### config.mk
export PLATFORM = sky130hd
export DESIGN_NAME = dmem_store_buffer
export DESIGN_NICKNAME = d
export VERILOG_FILES = /design/src/rtl/dmem_store_buffer.sv
export SDC_FILE = /design/constraint.sdc
export NUM_CORES = 1
export LEC_CHECK = 0
export CORE_ASPECT_RATIO = 1.5
export CORE_UTILIZATION = 40
export CTS_CLUSTER_SIZE = 16
export DETAILED_ROUTE_END_ITERATION = 10
export DONT_BUFFER_PORTS = 1
export GPL_TIMING_DRIVEN = 0
export PLACE_DENSITY = 0.6
export SYNTH_ARGS = -nofsm -noshare
export SYNTH_HDL_FRONTEND = slang
export SYNTH_SLANG_ARGS = --single-unit
export TNS_END_PERCENT = 5
### constraint.sdc
create_clock -name clk -period 5.75 [get_ports clk]
set_input_delay 0.575 -clock clk [delete_from_list [all_inputs] [get_ports clk]]
set_output_delay 0.575 -clock clk [all_outputs]
set_load 0.01 [all_outputs]
### src/rtl/dmem_store_buffer.sv
// dmem_store_buffer: posted-write store buffer with in-order drain; load forwarding when DMEM_STB_FORWARD_EN is defined
module dmem_store_buffer #(
  parameter int DEPTH = 4,
  parameter int CW = $clog2(DEPTH) + 1
) (
  input  logic          clk,
  input  logic          reset,
  input  logic          cpu_we,
  input  logic          cpu_re,
  input  logic          cpu_flush,
  input  logic [31:0]   cpu_addr,
  input  logic [31:0]   cpu_wdata,
  output logic [31:0]   cpu_rdata,
  output logic          cpu_stall,
  output logic          mem_valid,
  output logic [31:0]   mem_addr,
  output logic [31:0]   mem_wdata,
  input  logic          mem_ready,
  output logic [31:0]   mem_raddr,
  input  logic [31:0]   mem_rdata,
  output logic [CW-1:0] count,
  output logic          empty
);
  localparam int PW = $clog2(DEPTH);
  typedef enum logic {RUN, FLUSH} state_t;
  state_t          state_q;
  logic [29:0]     addr_q [DEPTH];
  logic [31:0]     data_q [DEPTH];
  logic [PW-1:0]   rd_ptr_q, wr_ptr_q;
  logic [CW-1:0]   count_q;
  logic            hit, ld, push, pop;
`ifdef DMEM_STB_FORWARD_EN
  logic [31:0]     fwd_data;
`endif
  always_comb begin
    hit = 1'b0;
`ifdef DMEM_STB_FORWARD_EN
    fwd_data = mem_rdata;
`endif
    for (int i = 0; i < DEPTH; i++) begin
      if (CW'(i) < count_q && addr_q[rd_ptr_q + PW'(i)] == cpu_addr[31:2]) begin
        hit = 1'b1;
`ifdef DMEM_STB_FORWARD_EN
        fwd_data = data_q[rd_ptr_q + PW'(i)];
`endif
      end
    end
  end
  assign ld = cpu_re & ~cpu_we;
`ifdef DMEM_STB_FORWARD_EN
  assign cpu_stall = (state_q == FLUSH) | (cpu_we & (count_q == CW'(DEPTH)));
  assign cpu_rdata = (ld & hit) ? fwd_data : mem_rdata;
`else
  assign cpu_stall = (state_q == FLUSH) | (cpu_we & (count_q == CW'(DEPTH))) | (ld & hit);
  assign cpu_rdata = mem_rdata;
`endif
  assign empty     = count_q == '0;
  assign count     = count_q;
  assign mem_valid = ~empty & ~reset;
  assign mem_addr  = {addr_q[rd_ptr_q], 2'b00};
  assign mem_wdata = data_q[rd_ptr_q];
  assign mem_raddr = cpu_addr;
  assign push      = cpu_we & ~cpu_stall;
  assign pop       = mem_valid & mem_ready;
  always_ff @(posedge clk) begin
    if (push) begin
      addr_q[wr_ptr_q] <= cpu_addr[31:2];
      data_q[wr_ptr_q] <= cpu_wdata;
    end
  end
  always_ff @(posedge clk) begin
    if (reset) begin
      state_q  <= RUN;
      rd_ptr_q <= '0;
      wr_ptr_q <= '0;
      count_q  <= '0;
    end else begin
      wr_ptr_q <= wr_ptr_q + PW'(push);
      rd_ptr_q <= rd_ptr_q + PW'(pop);
      count_q  <= count_q + CW'(push) - CW'(pop);
      state_q  <= (state_q == RUN) ? (cpu_flush ? FLUSH : RUN) : (empty ? RUN : FLUSH);
    end
  end
endmodule

---- Yosys cells after proc, flatten, opt, wreduce, memory -nomap -nowiden ----
Memories as Yosys holds them, arrays and structs flattened. A register that Yosys moved wholly into a read port is not among the register bits.
Index checks and enable logic that the tools add are counted.
word-level totals
  bits in registers ....................... 8
  latch bits .............................. 0
  memory bits (writable) .................. 248
  memory bits (read-only) ................. 0
  bits of input ports ..................... 102
  output and inout port bits .............. 134
  logic and storage cells ................. 50
  memories ................................ 2
operators by class
  add/sub/neg operators ................... 7
  $mul .................................... 0
  divide/modulo/power cells ............... 0
  magnitude comparators ................... 4
  equal/unequal tests ..................... 5
  shift-type cells ........................ 0
  multiplexer cells ....................... 11
  bitwise gates (word level) .............. 12
  reductions and logical operators ........ 5
memory list
  memory  depth  bits a word  rd ports  clocked after memory_dff  wr ports  RTL line  RTL
  data_q  4      32           1         1                         1         28        logic [31:0] data_q [DEPTH];
  addr_q  4      30           4         1                         1         27        logic [29:0] addr_q [DEPTH];
operators with widths
  operator                                           number
  == test 30 bit                                     4
  2-to-1 mux 1 bit                                   9
  AND 1 bit                                          6
  < comparator 1 x 3 -> 1 bit, first input constant  2
  < comparator 2 x 3 -> 1 bit, first input constant  2
  adder 2 x 1 -> 2 bit                               2
  adder 2 bit, second input constant                 2
  logical AND 1 bit                                  4
  2-to-1 mux 2 bit                                   2
  inverter 1 bit                                     4
  adder 3 x 1 -> 3 bit                               1
  == test 3 bit, second input constant               1
  logical NOT 3 bit                                  1
  subtractor 3 x 1 -> 3 bit                          1
  adder 2 x 1 -> 2 bit, second input constant        1
  OR 1 bit                                           2

---- Depth between registers and ports, before layout ----
An unclocked memory read counts as a cell.
  depth in word-level cells ............... 13
  gate-level depth with buffers ........... 15
  gate-level depth less buffers ........... 9

---- Worst setup path before layout ----
No wires, ideal clock.
  kind .................................... input to register
  start point ............................. input cpu_we
  end point ............................... memory addr_q[2][0] (enable)
  setup time .............................. 571 ps
  data arrival time ....................... 5530 ps
  required time ........................... 5179 ps
  setup slack ............................. -351 ps
  cell stages on the path ................. 3
  buffers on the path ..................... 0
  cell sequence ........................... a41oi_1 > nand2_1 > nor3b_1
on the way
  longest elaborated chain between the ends .. 8
  elaborated cells between the ends (all ways) .. 10
  those cells by class .................... 2 x mux; 8 x bitwise
ends and longest elaborated chain
  what                                        RTL line  RTL
  start: declaration                          8         input logic cpu_we,
  inverter 1 bit                              49        assign ld = cpu_re & ~cpu_we;
  AND 1 bit                                   49
  AND 1 bit                                   54        assign cpu_stall = (state_q == FLUSH) | (cpu_we & (count_q == CW'(DEPTH))) | (ld & hit);
  OR 1 bit                                    54
  inverter 1 bit                              63        assign push = cpu_we & ~cpu_stall;
  AND 1 bit (*)                               63
  2-to-1 mux 1 bit (*)                        66        if (push) begin
  2-to-1 mux 1 bit (implied by the code) (*)  67        addr_q[wr_ptr_q] <= cpu_addr[31:2];
  end: declaration                            27
Every way passes the cells marked *; elsewhere a longest branch is shown, timed or not.

---- Worst setup path after layout ----
  start point ............................. register rd_ptr_q[1]
  end point ............................... output cpu_stall
on the way
  longest elaborated chain between the ends .. 9
  elaborated cells between the ends (all ways) .. 15
  those cells by class .................... 3 x add/sub; 3 x eq/ne; 3 x mux; 2 x bitwise; 3 x reduce/logical; 1 x memory
ends and longest elaborated chain
  what                           RTL line  RTL
  start: declaration             29        logic [PW-1:0] rd_ptr_q, wr_ptr_q;
  start signal: assignment       79        rd_ptr_q <= rd_ptr_q + PW'(pop);
  adder 2 x 1 -> 2 bit           41        if (CW'(i) < count_q && addr_q[rd_ptr_q + PW'(i)] == cpu_addr[31:2]) begin
  memory (4 x 30 bit) (*)        --
  == test 30 bit                 41
  logical AND 1 bit              41
  2-to-1 mux 1 bit (2 in a row)  41
  2-to-1 mux 1 bit (*)           41
  AND 1 bit (*)                  54
  OR 1 bit (*)                   54
  end: declaration               14        output logic cpu_stall,
Marked as above.

==> metrics.md <==
| Metric | Value |
|---|---|
| Seq pwr share | a little over two fifths |
| NetSw | about 1600 uW |
| Max H-tree Level | 1 |
| Starting density of the core | 40.8% |
| CP required | 5.18 ns |
| Dpl hpwl | 30,600 microns |
| Hold path depth | 0 |
| CP Max Fanout | 10 |
| Synth Register Bits | 256 |
| Core ar. | 33,500 sq um |
| Initial antenna violation count | 0 |
| DR iter-0 viols | roughly 570 |
| Antenna Nets Post-Route | 0 |
| Crit path capture type | output port |
| Synth Instances | 898 |
| Clock Latency Late Sink | 0.56 ns |
| Global route overflow | 0 |
| Clock share of power | 33.0% |
| Post-Syn Area | 13,700 sq um |
| Dominant cell type by area after synthesis | edfxtp_1 |
| Via count | between 8,000 and 9,000 |
| DIE HEIGHT | 228 microns |
| Area Overhead vs Synth | 12.6% |
| First-pass GRT wire length | a little under 60,000 microns |
| Standard-cell rows | 82 |
| Clock sink count | 256 |
| Drt total wl | 41,600 microns |
| Run status | finished, final reports clean |
| Fill cell count | 2,918 |
| Mean Syn Cell Area | around 15 sq um |
| Ys Warns | 0 |
| DRC | 0 |
| Combinational share of power | 25.1% |
| Post-layout min period | about 5.3 ns |
| Switching part of the total power | 29.3% |
| Vias per cell | 6.12 |
| Vias in the first global route | 8,525 |
| TritonCTS clock tree | built |
| VDD IR max | between 0.0003 and 0.0004 V |
| Synth area leaders | edfxtp_1 54%, mux4_2 14%, mux2i_1 7.5% |
| Critical path type | reg -> out |
| Internal Power | 3840 uW |
| Area of the multi-input gates | 5220 sq um |
| CTS Buf Count | 26 |
| Clock Root Buffer | clkbuf_16 |
| Netlist cell types | 63 |
| Fmax achieved | 0.190 GHz |
| Sequential area share after synthesis | between 50% and 60% |
| Clock-pin slew on the worst setup and hold paths | 0.07 ns |
| Slew Viols, Final | 0 |
| Top sig layer | met4 |
| Pwr Density | 353 nW/um^2 |
| Antenna diode count | 0 |
| Total Nets Final | 1,052 |
| Die area | 35,000 sq um |
| Post-Place Worst Slack | approximately 1.0 ns |
| Final Hold Vio Count | 0 |
| Io pins | ~240 |
| Gr usage total | 23.7% |
| FF-to-FF path depth | 10 |
| Post-synth EDFFs | 248 |
| Path type of the worst min-delay path | in -> reg |
| Unrepaired setup endpoints after global routing | no |
| Gpl congestion | 0.976 |
| Arr. time, crit path | 4.69 ns |
| Max Buffers Root-to-Sink | 3 |
| Hold WS | 0.101 ns |
| Total of max-cap violations | 0 |
| Slew margin rel. | 44.2% |
| Final setup violation count | 0 |
| Worst slew pin tran | 0.837 ns |
| Most instantiated cells after synthesis | 248 x edfxtp_1, 103 x mux2i_1, 83 x mux4_2, 80 x buf_4, 71 x xnor2_1 |
| Largest net degree at the start of global routing | 33 |
| Wire length on met1 | between 10,000 and 15,000 microns |
| WL per Instance | 30.1 microns |
| Clock Skew | 0.0263 ns |
| Share of layout cells above drive strength 1 | 25.8% |
| P_leak | 0.00476 uW |
| Setup slack after layout | 0.485 ns |
| Setup_tns | 0 ns |
| Final critical-path share of the clock period | 91.6% |
| CP startpoint kind | flip-flop |
| Cts repair resizes | 0 |
| Total area of sequential cells | 7610 sq um |
| Top_reg_cell synth | edfxtp_1 |
| Async set-or-reset flop fraction in the synthesized netlist | 0% |
| Cts hold-fix bufs | 0 |
| Share of the synthesized area in the top cell type | 54.4% |
| Pre-Repair DR Iteration Count | 5 |
| PortBufs | 0 |
| Routed wl met3 | 2760 microns |
| Die width | between 150 and 200 microns |
| Most frequent cell after synthesis | edfxtp_1 |
| DR WL met2 | 21,600 microns |
| Postcts setup bufs | 0 |
-- cells by family (layout without fill, tap and decap cells) --
logic type,after synthesis,count (layout),synth area share (%)
buf+inv,138,201,6.43
other cells,1,2,0.0274
compound gates,102,102,5.39
simple gates,109,109,4.17
fa+ha+maj,7,7,0.695
flops,256,256,55.6
xor+xnor,92,92,5.89
mux,193,193,21.8
-- worst max-delay path, cell delays in order, from the launching register on --
cell and delay, ns:
dfxtp_1 0.31, buf_2 0.16, buf_4 0.24, buf_4 0.31, buf_2 0.46, buf_2 0.56
mux4_2 0.40, xor2_1 0.18, nor4_1 0.57, nand4_1 0.26, o41ai_2 0.25, a41oi_1 0.10
o211ai_2 0.34
-- sequential cells by signal, summed over array words and instances, names as in the netlist --
register and flops:
wr_ptr_q 2, count 3, data_q 128, state_q 1, rd_ptr_q 2, addr_q 120
-- final cells by class --
class	instances	area share, %
Clock inverter	17	1.42
Sequential cell	256	49.4
Multi-Input combinational cell	505	33.9
Buffer	127	5.44
Timing Repair Buffer	16	1.72
Clock buffer	30	4.46
Tap cell	420	3.41
Inverter	11	0.268
-- routing by layer --
metal  GRT usage (%)  up-vias
met5               0        -
met4            14.3        0
met3            4.57      103
met2            42.8      431
met1            25.6     4345
li1                -     3573
-- through the flow --
stage          util (%)  power, uW  instance area [sq um]  std cells
5_1_grt            45.9       5610                  15400       1382
3_3_place_gp       42.4       3660                  14200       1319
6_report           45.9       5430                  15400       1382
2_1_floorplan         -       3250                  13700        899
4_1_cts            45.9       5490                  15400       1382
3_5_place_dp       43.2       3680                  14500       1335
-- placed cells by master, fill, tap and decap left out, types with 8 or more instances in the layout --
cell | Yosys | final
a211oi_1 | 8 | 8
a21oi_1 | 20 | 20
buf_2 | 15 | 15
buf_4 | 80 | 80
buf_6 | 2 | 8
clkbuf_1 | 23 | 26
clkbuf_16 | 0 | 27
dfxtp_1 | 8 | 8
edfxtp_1 | 248 | 248
inv_1 | 10 | 10
mux2i_1 | 103 | 103
mux4_2 | 83 | 83
nand2_1 | 25 | 25
nand4_1 | 16 | 16
nor2_1 | 23 | 22
nor2b_1 | 9 | 9
nor4_1 | 9 | 9
o21ai_0 | 15 | 15
o22ai_1 | 10 | 10
xnor2_1 | 71 | 71
xor2_1 | 21 | 21
-- final timing paths --
path	startpoint	to	slack (ns)
hold / removal	cpu_addr[26]	addr_q[1][24]	0.10
hold reg to reg	state_q	state_q	0.54
setup / recovery	rd_ptr_q[1]	cpu_stall	0.49
setup reg to reg	rd_ptr_q[1]	rd_ptr_q[1]	2.37
-- power groups by stage --
stage               clock [uW]  combinational [uW]  sequential [uW]
floorplan                    0                 948             2310
global placement             0                1320             2340
detailed placement           0                1370             2320
CTS                       1840                1370             2280
global route              1890                1440             2290
finish                    1790                1370             2280
Note: power is estimated with default switching activity, not from simulation.
